**src/rtl/pll_sup_pkg.sv**
```systemverilog
//============================================================
// pll_sup_pkg: shared state encoding for the PLL lock supervisor
// Rev 1.0
//============================================================
`default_nettype none

package pll_sup_pkg;

  typedef enum logic [2:0] {
    ST_RST_PLL   = 3'd0,
    ST_WAIT_LOCK = 3'd1,
    ST_STABLE    = 3'd2,
    ST_RUN       = 3'd3,
    ST_FAULT     = 3'd4
  } pll_state_e;

  localparam int STATE_W = 3;

  function automatic int max3(input int a, input int b, input int c);
    int m;
    m = (a > b) ? a : b;
    return (m > c) ? m : c;
  endfunction

endpackage

`default_nettype wire

```
**src/rtl/sync_bit.sv**
```systemverilog
//============================================================
// sync_bit: STAGES-deep single-bit synchroniser, async active-low reset
// Rev 1.0
//============================================================
`default_nettype none

module sync_bit #(
  parameter int STAGES = 2
) (
  input  logic clk,
  input  logic rst_n,
  input  logic d,
  output logic q
);

  logic [STAGES-1:0] chain_q;
  logic [STAGES-1:0] chain_d;

  always_comb begin
    chain_d = {chain_q[STAGES-2:0], d};
  end

  always_ff @(posedge clk or negedge rst_n) begin
    if (!rst_n) begin
      chain_q <= '0;
    end else begin
      chain_q <= chain_d;
    end
  end

  assign q = chain_q[STAGES-1];

endmodule

`default_nettype wire

```
**src/rtl/pll_lock_supervisor.sv**
```systemverilog
//============================================================
// pll_lock_supervisor: drives PLL RESETB/BYPASS, qualifies LOCK into ready/fault
// Rev 1.0
//============================================================
`default_nettype none

module pll_lock_supervisor
  import pll_sup_pkg::*;
#(
  parameter int SYNC_STAGES   = 2,
  parameter int RESET_CYCLES  = 16,
  parameter int LOCK_TIMEOUT  = 65535,
  parameter int STABLE_CYCLES = 1024,
  parameter int MAX_RETRIES   = 4,
  parameter int CNT_W         = 8
) (
  input  logic                               clock_in,
  input  logic                               resetn,
  input  logic                               pll_locked,
  input  logic                               restart,
  output logic                               pll_resetb,
  output logic                               pll_bypass,
  output logic                               ready,
  output logic                               fault,
  output logic [$clog2(MAX_RETRIES+1)-1:0]   retry_count,
  output logic [CNT_W-1:0]                   loss_count,
  output logic [STATE_W-1:0]                 state
);

  localparam int RW = $clog2(MAX_RETRIES + 1);
  // +1 so the timer can hold the largest terminal value even when it is a power of two
  localparam int TW = $clog2(max3(RESET_CYCLES, LOCK_TIMEOUT, STABLE_CYCLES) + 1);

  localparam logic [TW-1:0] RST_LAST    = TW'(RESET_CYCLES - 1);
  localparam logic [TW-1:0] LOCK_LAST   = TW'(LOCK_TIMEOUT);
  localparam logic [TW-1:0] STABLE_LAST = TW'(STABLE_CYCLES - 1);
  localparam logic [RW-1:0] RETRY_MAX   = RW'(MAX_RETRIES);

  logic lock_s;

  sync_bit #(.STAGES(SYNC_STAGES)) u_lock_sync (
    .clk   (clock_in),
    .rst_n (resetn),
    .d     (pll_locked),
    .q     (lock_s)
  );

  pll_state_e       state_q, state_d;
  logic [TW-1:0]    timer_q, timer_d;
  logic [RW-1:0]    retry_q, retry_d;
  logic [CNT_W-1:0] loss_q, loss_d;
  logic             pll_resetb_q, pll_bypass_q, ready_q, fault_q;

  always_comb begin
    state_d = state_q;
    retry_d = retry_q;
    loss_d  = loss_q;
    case (state_q)
      ST_RST_PLL: begin
        if (timer_q == RST_LAST) state_d = ST_WAIT_LOCK;
      end
      ST_WAIT_LOCK: begin
        if (lock_s) begin
          state_d = ST_STABLE;
        end else if (timer_q == LOCK_LAST) begin
          if (retry_q < RETRY_MAX) begin
            retry_d = retry_q + RW'(1);
            state_d = ST_RST_PLL;
          end else begin
            state_d = ST_FAULT;
          end
        end
      end
      ST_STABLE: begin
        if (!lock_s) begin
          state_d = ST_WAIT_LOCK;
        end else if (timer_q == STABLE_LAST) begin
          state_d = ST_RUN;
          retry_d = '0;
        end
      end
      ST_RUN: begin
        if (!lock_s) begin
          if (loss_q != '1) loss_d = loss_q + CNT_W'(1);
          state_d = ST_RST_PLL;
        end
      end
      ST_FAULT: begin
        state_d = ST_FAULT;
      end
      default: begin
        state_d = ST_RST_PLL;
      end
    endcase

    // Restart overrides the transition but not the loss already counted above
    if (restart) begin
      state_d = ST_RST_PLL;
      retry_d = '0;
    end

    if (restart || (state_d != state_q)) begin
      timer_d = '0;
    end else if (timer_q != '1) begin
      timer_d = timer_q + TW'(1);
    end else begin
      timer_d = timer_q;
    end
  end

  always_ff @(posedge clock_in or negedge resetn) begin
    if (!resetn) begin
      state_q      <= ST_RST_PLL;
      timer_q      <= '0;
      retry_q      <= '0;
      loss_q       <= '0;
      pll_resetb_q <= 1'b0;
      pll_bypass_q <= 1'b0;
      ready_q      <= 1'b0;
      fault_q      <= 1'b0;
    end else begin
      state_q      <= state_d;
      timer_q      <= timer_d;
      retry_q      <= retry_d;
      loss_q       <= loss_d;
      pll_resetb_q <= (state_d != ST_RST_PLL);
      pll_bypass_q <= (state_d == ST_FAULT);
      ready_q      <= (state_d == ST_RUN);
      fault_q      <= (state_d == ST_FAULT);
    end
  end

  assign pll_resetb  = pll_resetb_q;
  assign pll_bypass  = pll_bypass_q;
  assign ready       = ready_q;
  assign fault       = fault_q;
  assign retry_count = retry_q;
  assign loss_count  = loss_q;
  assign state       = state_q;

endmodule

`default_nettype wire
```
**config.mk**
```make
export PLATFORM = sky130hd
export DESIGN_NAME = pll_lock_supervisor
export DESIGN_NICKNAME = d
export VERILOG_FILES = /design/src/rtl/pll_sup_pkg.sv /design/src/rtl/sync_bit.sv /design/src/rtl/pll_lock_supervisor.sv
export SDC_FILE = /design/constraint.sdc
export NUM_CORES = 1
export LEC_CHECK = 0
export ABC_AREA = 1
export BUFFER_PORTS_ARGS = -buffer_cell sky130_fd_sc_hd__clkbuf_2
export CORE_MARGIN = 1
export CORE_UTILIZATION = 40
export CTS_CLUSTER_DIAMETER = 50
export CTS_CLUSTER_SIZE = 40
export DETAILED_ROUTE_END_ITERATION = 7
export PLACE_DENSITY_LB_ADDON = 0.2
export SYNTH_ARGS = -nofsm -noshare
export SYNTH_HDL_FRONTEND = slang
export SYNTH_SLANG_ARGS = --single-unit
```
**constraint.sdc**
```tcl
create_clock -name clock_in -period 2.9 [get_ports clock_in]
set_input_delay 0.58 -clock clock_in [delete_from_list [all_inputs] [get_ports clock_in]]
set_output_delay 0.58 -clock clock_in [all_outputs]
set_load 0.01 [all_outputs]
```
Word level (Yosys, flattened, before mapping)
Cells that the tools add are included.
Operators by class
  add/subtract/negate cells: 3
  $lt $le $gt $ge: 1
  equal/unequal tests: 17
  multiplexer cells: 18
  bitwise logic cells: 1
  reductions and logical operators: 7
Operators by type and width (count)
  2-to-1 mux 3 bit: 14
  2-to-1 mux 16 bit: 2
  adder 16 x 1 -> 16 bit (second input constant): 1
  == test 16 x 10 -> 1 bit (second input constant): 1
  == test 16 bit (second input constant): 1
  == test 16 x 4 -> 1 bit (second input constant): 1
  != test 16 bit (second input constant): 1
  case mux 3 bit (5 select lines): 1
  != test 3 bit (second input constant): 4
  == test 3 x 2 -> 1 bit (second input constant): 3
  adder 8 x 1 -> 8 bit (second input constant): 1
  != test 8 bit (second input constant): 1
  == test 3 bit (second input constant): 2
  case mux 3 bit (2 select lines): 1
  AND reduction 6 bit: 1
  nonzero test 3 bit: 2
  adder 3 x 1 -> 3 bit (second input constant): 1
  == test 3 x 1 -> 1 bit (second input constant): 1
  zero test 3 bit: 1
  less-than comparator 3 bit (second input constant): 1
  != test 3 x 2 -> 1 bit (second input constant): 1
  != test 3 bit: 1
  AND reduction 3 bit: 1
  nonzero test 2 bit: 1
  2 further kinds: 2
Word-level totals
  register bits after elaboration: 35
  input bits: 4
  output and inout bits: 18
  logic and storage cells: 55

Logic depth before layout (Yosys ltp)
  word-level depth: 9
  gate-level depth with buffers: 13
  depth with buffers taken out: 12

Hierarchy
Synthesis repeated with hierarchy kept, for this count alone.
Second synthesis, totals
  cells, all modules: 206
  area total of the unflattened synthesis: 1820.5 sq um
By module, submodules not included
  pll_lock_supervisor: times used 1, cells each 204, area an instance 1770.4 sq um, seq. area each 825.8 sq um
  sync_bit: times used 1, cells each 2, area an instance 50.0 sq um, seq. area each 50.0 sq um

Worst setup path after synthesis
Ideal clock, no wire load.
  path kind: reg2reg
  start point: register timer_q[0]
  end point: register timer_q[2]
  library setup time: 0.128 ns
  data arrival time: 1.670 ns
  setup slack: 1.103 ns
  stages on the path, launching flop included: 14
  path buffers: 1
  period minus slack after synthesis: 1.797 ns
  path through: dfrtp_1 -> ha_1 -> nand3_1 -> inv_1 -> nand2_2 -> nor2_4 -> inv_1 -> nand2_1 -> nand3_2 -> nand2_2 -> nand2_2 -> nand3_4 -> buf_12 -> nor2_4
On the way
  longest elaborated chain between the ends: 8
  elaborated cells between the ends (all ways): 17
  classes of those cells: 1 x add/sub; 5 x eq/ne; 9 x mux; 2 x reduce/logical
RTL lines
  from (decl): line pll_lock_supervisor.sv:49  | logic [TW-1:0] timer_q, timer_d;
  from (signal assigned): line pll_lock_supervisor.sv:123  | timer_q <= timer_d;
  == test 16 x 10 -> 1 bit or == test 16 bit (tied branches): line pll_lock_supervisor.sv:77, pll_lock_supervisor.sv:65
  2-to-1 mux 3 bit (on tied branches): line pll_lock_supervisor.sv:77, pll_lock_supervisor.sv:65
  2-to-1 mux 3 bit (on tied branches): line pll_lock_supervisor.sv:75, pll_lock_supervisor.sv:63
  case mux 3 bit (5 select lines): line pll_lock_supervisor.sv:58  | case (state_q)
  2-to-1 mux 3 bit: line pll_lock_supervisor.sv:97  | if (restart) begin
  != test 3 bit: line pll_lock_supervisor.sv:102  | if (restart || (state_d != state_q)) begin
  logical OR 1 bit: line pll_lock_supervisor.sv:102
  2-to-1 mux 16 bit or nonzero test 2 bit (tied branches)
Parallel ways exist; a longest one is shown, timed or not. The select of a mux whose other input is x is not followed.
A chain may end at the register's enable or synchronous reset.

Final worst setup path
  start point: register timer_q[0]
  end point: register timer_q[4]
The elaborated chain is that of the path after synthesis.

==> impl_metrics.ini <==
[synth]
synth_edf_count = 0
synthSimpleGateAreaFrac_pct = 35.1
synth_fa_ha_area_share_pct = 1.91
avgSynthCellArea_um2 = 9.12
async_reset_ff_share_pct = 100
synth_nets = 222
synth-compound-area-share_pct = 4.08
syn_inst = 215
yosysWarnings = 0
synth_top_family_by_area = simple AND/OR/NAND/NOR gates
mappedNetlistArea_um2 = 1960
yosysSeqAreaShare_pct = 44.7
ys_types = 30
synth_xor_area_share_pct = 7.15
muxShareOfSynthArea_pct = 0.511
synth_flop_cell = dfrtp_1
synth_seq_cells = 35

[clocking]
postCtsSetupRepairBufs = 0
cts_buffer_depth = 2
clk_latency_ps = 290
cts_resized = 0
cts_buffers = 5
cts_hold_buf = 0
clockRootBuffer = clkbuf_8
cts_tree = yes
htreeDepth = 2
clock-sinks = 35
clk_pin_slew_worst_paths_ps = 80

[critical_path]
crit_arrival_ps = 2450
critPathKind = reg -> reg
crit_path_start = timer_q[0]
startpoint_type = register
r2r_end = timer_q[4]
crit_required_ps = 3050
slowest_stage = dfrtp_1
endpoint = timer_q[4]
cp_cell_sequence = ha_1 -> nand3_1 -> inv_1 -> nand2_2 -> nor2_4 -> inv_1 -> nand2_1 -> nand3_2 -> nand2_2 -> nand2_2 -> nand3_4 -> nor2_1
crit_top_cell = nand2_2
r2r_slack_ps = 610
rr_startpoint = timer_q[0]
critPathMaxStageDelay_ps = 390
worstRegToRegCells = 12
worstPathMaxFanout = 16
end_kind = register

[sta]
finalCriticalPeriod_ps = 2290
final_hold_viol_count = 0
max_slew_margin_pct = 42.3
max_freq_mhz = 436
worst_pin_slew_ps = 866
finalSetupViolations = 0
period_share_pct = 79.0
slew_viol_final = 0
tns_ps = 0
rsz0062_at_grt = no
fin_hold_ws_ps = 351
fin_skew_ps = 9.57

[power]
pwr-share-seq_pct = 52.9
sw_frac_of_total_pct = 25.7
ir_drop_v = 0.000303
switchingPower_mw = 0.253
p_int_mw = 0.732
p_comb_share_pct = 9.0
clock_power_share_pct = 38.1
leakagePower_nw = 1.08
powerDensity_nw_per_um2 = 446

[floorplan]
ios = 22
start_util_pct = 41.5
die_area_um2 = 5190
coreArea_um2 = 4720
die_y_um = 72.0
rows = 25
die_w_um = 72.0

[grt]
overflow = 0
grt_pass1_vias = 1371
grt_max_degree = 36
grt_pass1_wl_mm = 6.13
antenna_found_initial = 0
track_usage_pct = 15.5

[placement]
port_buffers = 21
globalplace.congestion = 0.791
post_dp_cell_area_um2 = 2110
place.detailed.hpwl_mm = 2.55

[run_status]
outcome = finished, final reports clean

[final_layout]
antenna_cells = 0
area_growth_pct = 12.7
multi_input_area_um2 = 956
seqCellArea_um2 = 876
fin_nets = 247
n_fill_cell = 456
finalInstanceArea_um2 = 2210
drive_gt1_share_pct = 25.3

[drt]
first_iter_violations = 63
postRouteAntennaNets = 0
drt-vias-per-instance = 4.60
wl_per_cell_um = 11.2
vias = 1417
dr.pass1.iters = 6
drc = 0
drt_wl_total_mm = 3.46

[run]
drv_cap = 0

[worst_hold_path]
hold_path.class = reg -> reg
-- worst min path at each step --
stage / start / slack, ps / cells past startpoint / end
finish: u_lock_sync.chain_q[0] / 350 / 0 / u_lock_sync.chain_q[1]
floorplan: resetn / 280 / 0 / fault
global route: u_lock_sync.chain_q[0] / 370 / 0 / u_lock_sync.chain_q[1]
global placement: u_lock_sync.chain_q[0] / 330 / 0 / u_lock_sync.chain_q[1]
CTS: u_lock_sync.chain_q[0] / 350 / 0 / u_lock_sync.chain_q[1]
detailed placement: u_lock_sync.chain_q[0] / 340 / 0 / u_lock_sync.chain_q[1]
-- final cells by class --
| cell class | instances | share of cell area [%] |
|---|---|---|
| tap | 67 | 3.79 |
| inverter | 24 | 4.08 |
| clock buffer | 6 | 3.74 |
| clock inverter | 2 | 0.736 |
| sequential | 35 | 39.6 |
| multi-input combinational | 153 | 43.3 |
| timing repair buffer | 21 | 4.76 |
-- stage by stage --
step                util (%)  worst slack [ps]  instances  power, mW
floorplan                  -              1100        215      0.593
global placement        44.7               705        300      0.619
detailed placement      44.7               615        300      0.621
CTS                     46.8               604        308      0.998
global route            46.8               346        308       1.03
finish                  46.8               609        308      0.984
-- synthesized netlist by cell type, types with 2 or more instances --
library cell | instances | area, um^2
nor3_1 | 3 | 15.0
o21ai_0 | 5 | 25.0
nor2_2 | 2 | 12.5
nand2_1 | 34 | 128
xor2_1 | 10 | 87.6
nor2_4 | 13 | 146
nand3_4 | 2 | 35.0
dfrtp_1 | 35 | 876
nor2_1 | 29 | 109
a21oi_1 | 5 | 25.0
nand3_2 | 2 | 20.0
nand2_2 | 6 | 37.5
xnor2_1 | 6 | 52.6
nand3_1 | 16 | 80.1
nand4_1 | 6 | 37.5
nand2_4 | 3 | 33.8
ha_1 | 3 | 37.5
inv_1 | 23 | 86.3
-- power groups by stage --
stage | clock network [mW] | registers [mW] | logic (mW)
global placement | 0 | 0.530 | 0.0893
finish | 0.375 | 0.521 | 0.0884
global route | 0.401 | 0.523 | 0.102
floorplan | 0 | 0.532 | 0.0610
CTS | 0.387 | 0.521 | 0.0909
detailed placement | 0 | 0.530 | 0.0907
-- flip-flops by register name (all words and copies together) (netlist names) --
register	flops
loss_count	8
timer_q	16
ready	1
pll_resetb	1
retry_count	3
state	3
fault	1
u_lock_sync.chain_q	2
-- metal layers --
layer / routed length [um] / GRT usage, % / share of wire, %
met1: 1770 / 21.0 / 51
met2: 1550 / 23.4 / 45
met3: 106 / 4.17 / 3.1
met4: 39 / 6.54 / 1.1
met5: 0 / 0 / 0
-- worst max-delay path, delay by kind of cell (launching register included) --
family                     cells  cell delay (ps)
DFF                            1              390
adders and majority gates      1              190
buffers and inverters          2              270
and+or+nand+nor                9             1290
-- logic make-up after synthesis --
family / Yosys count
buffers and inverters: 27
adders and majority gates: 3
AOI/OAI and AO/OA: 14
xor gates and xnor gates: 16
and+or+nand+nor: 119
DFF: 35
muxes: 1
-- cell usage in the layout, fill, tap and decap left out --
master and n:
nor2_1 29, a211oi_1 1, xor2_1 10, mux2i_1 1, nor2_4 13, clkinvlp_4 1
clkinv_4 1, nor3_1 3, nand3_2 2, nor4_1 1, a31o_2 1, dfrtp_1 35
a21oi_1 5, o21ai_0 5, nand3_1 16, clkbuf_8 6, nand2_2 6, a31oi_1 1
nand3_4 2, nand2_1 34, nor4_4 1, xnor2_1 6, a21o_1 1, ha_1 3
inv_2 1, or2_2 1, inv_1 23, clkbuf_2 21, nand4_1 6, nand2_4 3
nor2_2 2
Note: power is estimated with default switching activity, not from simulation.
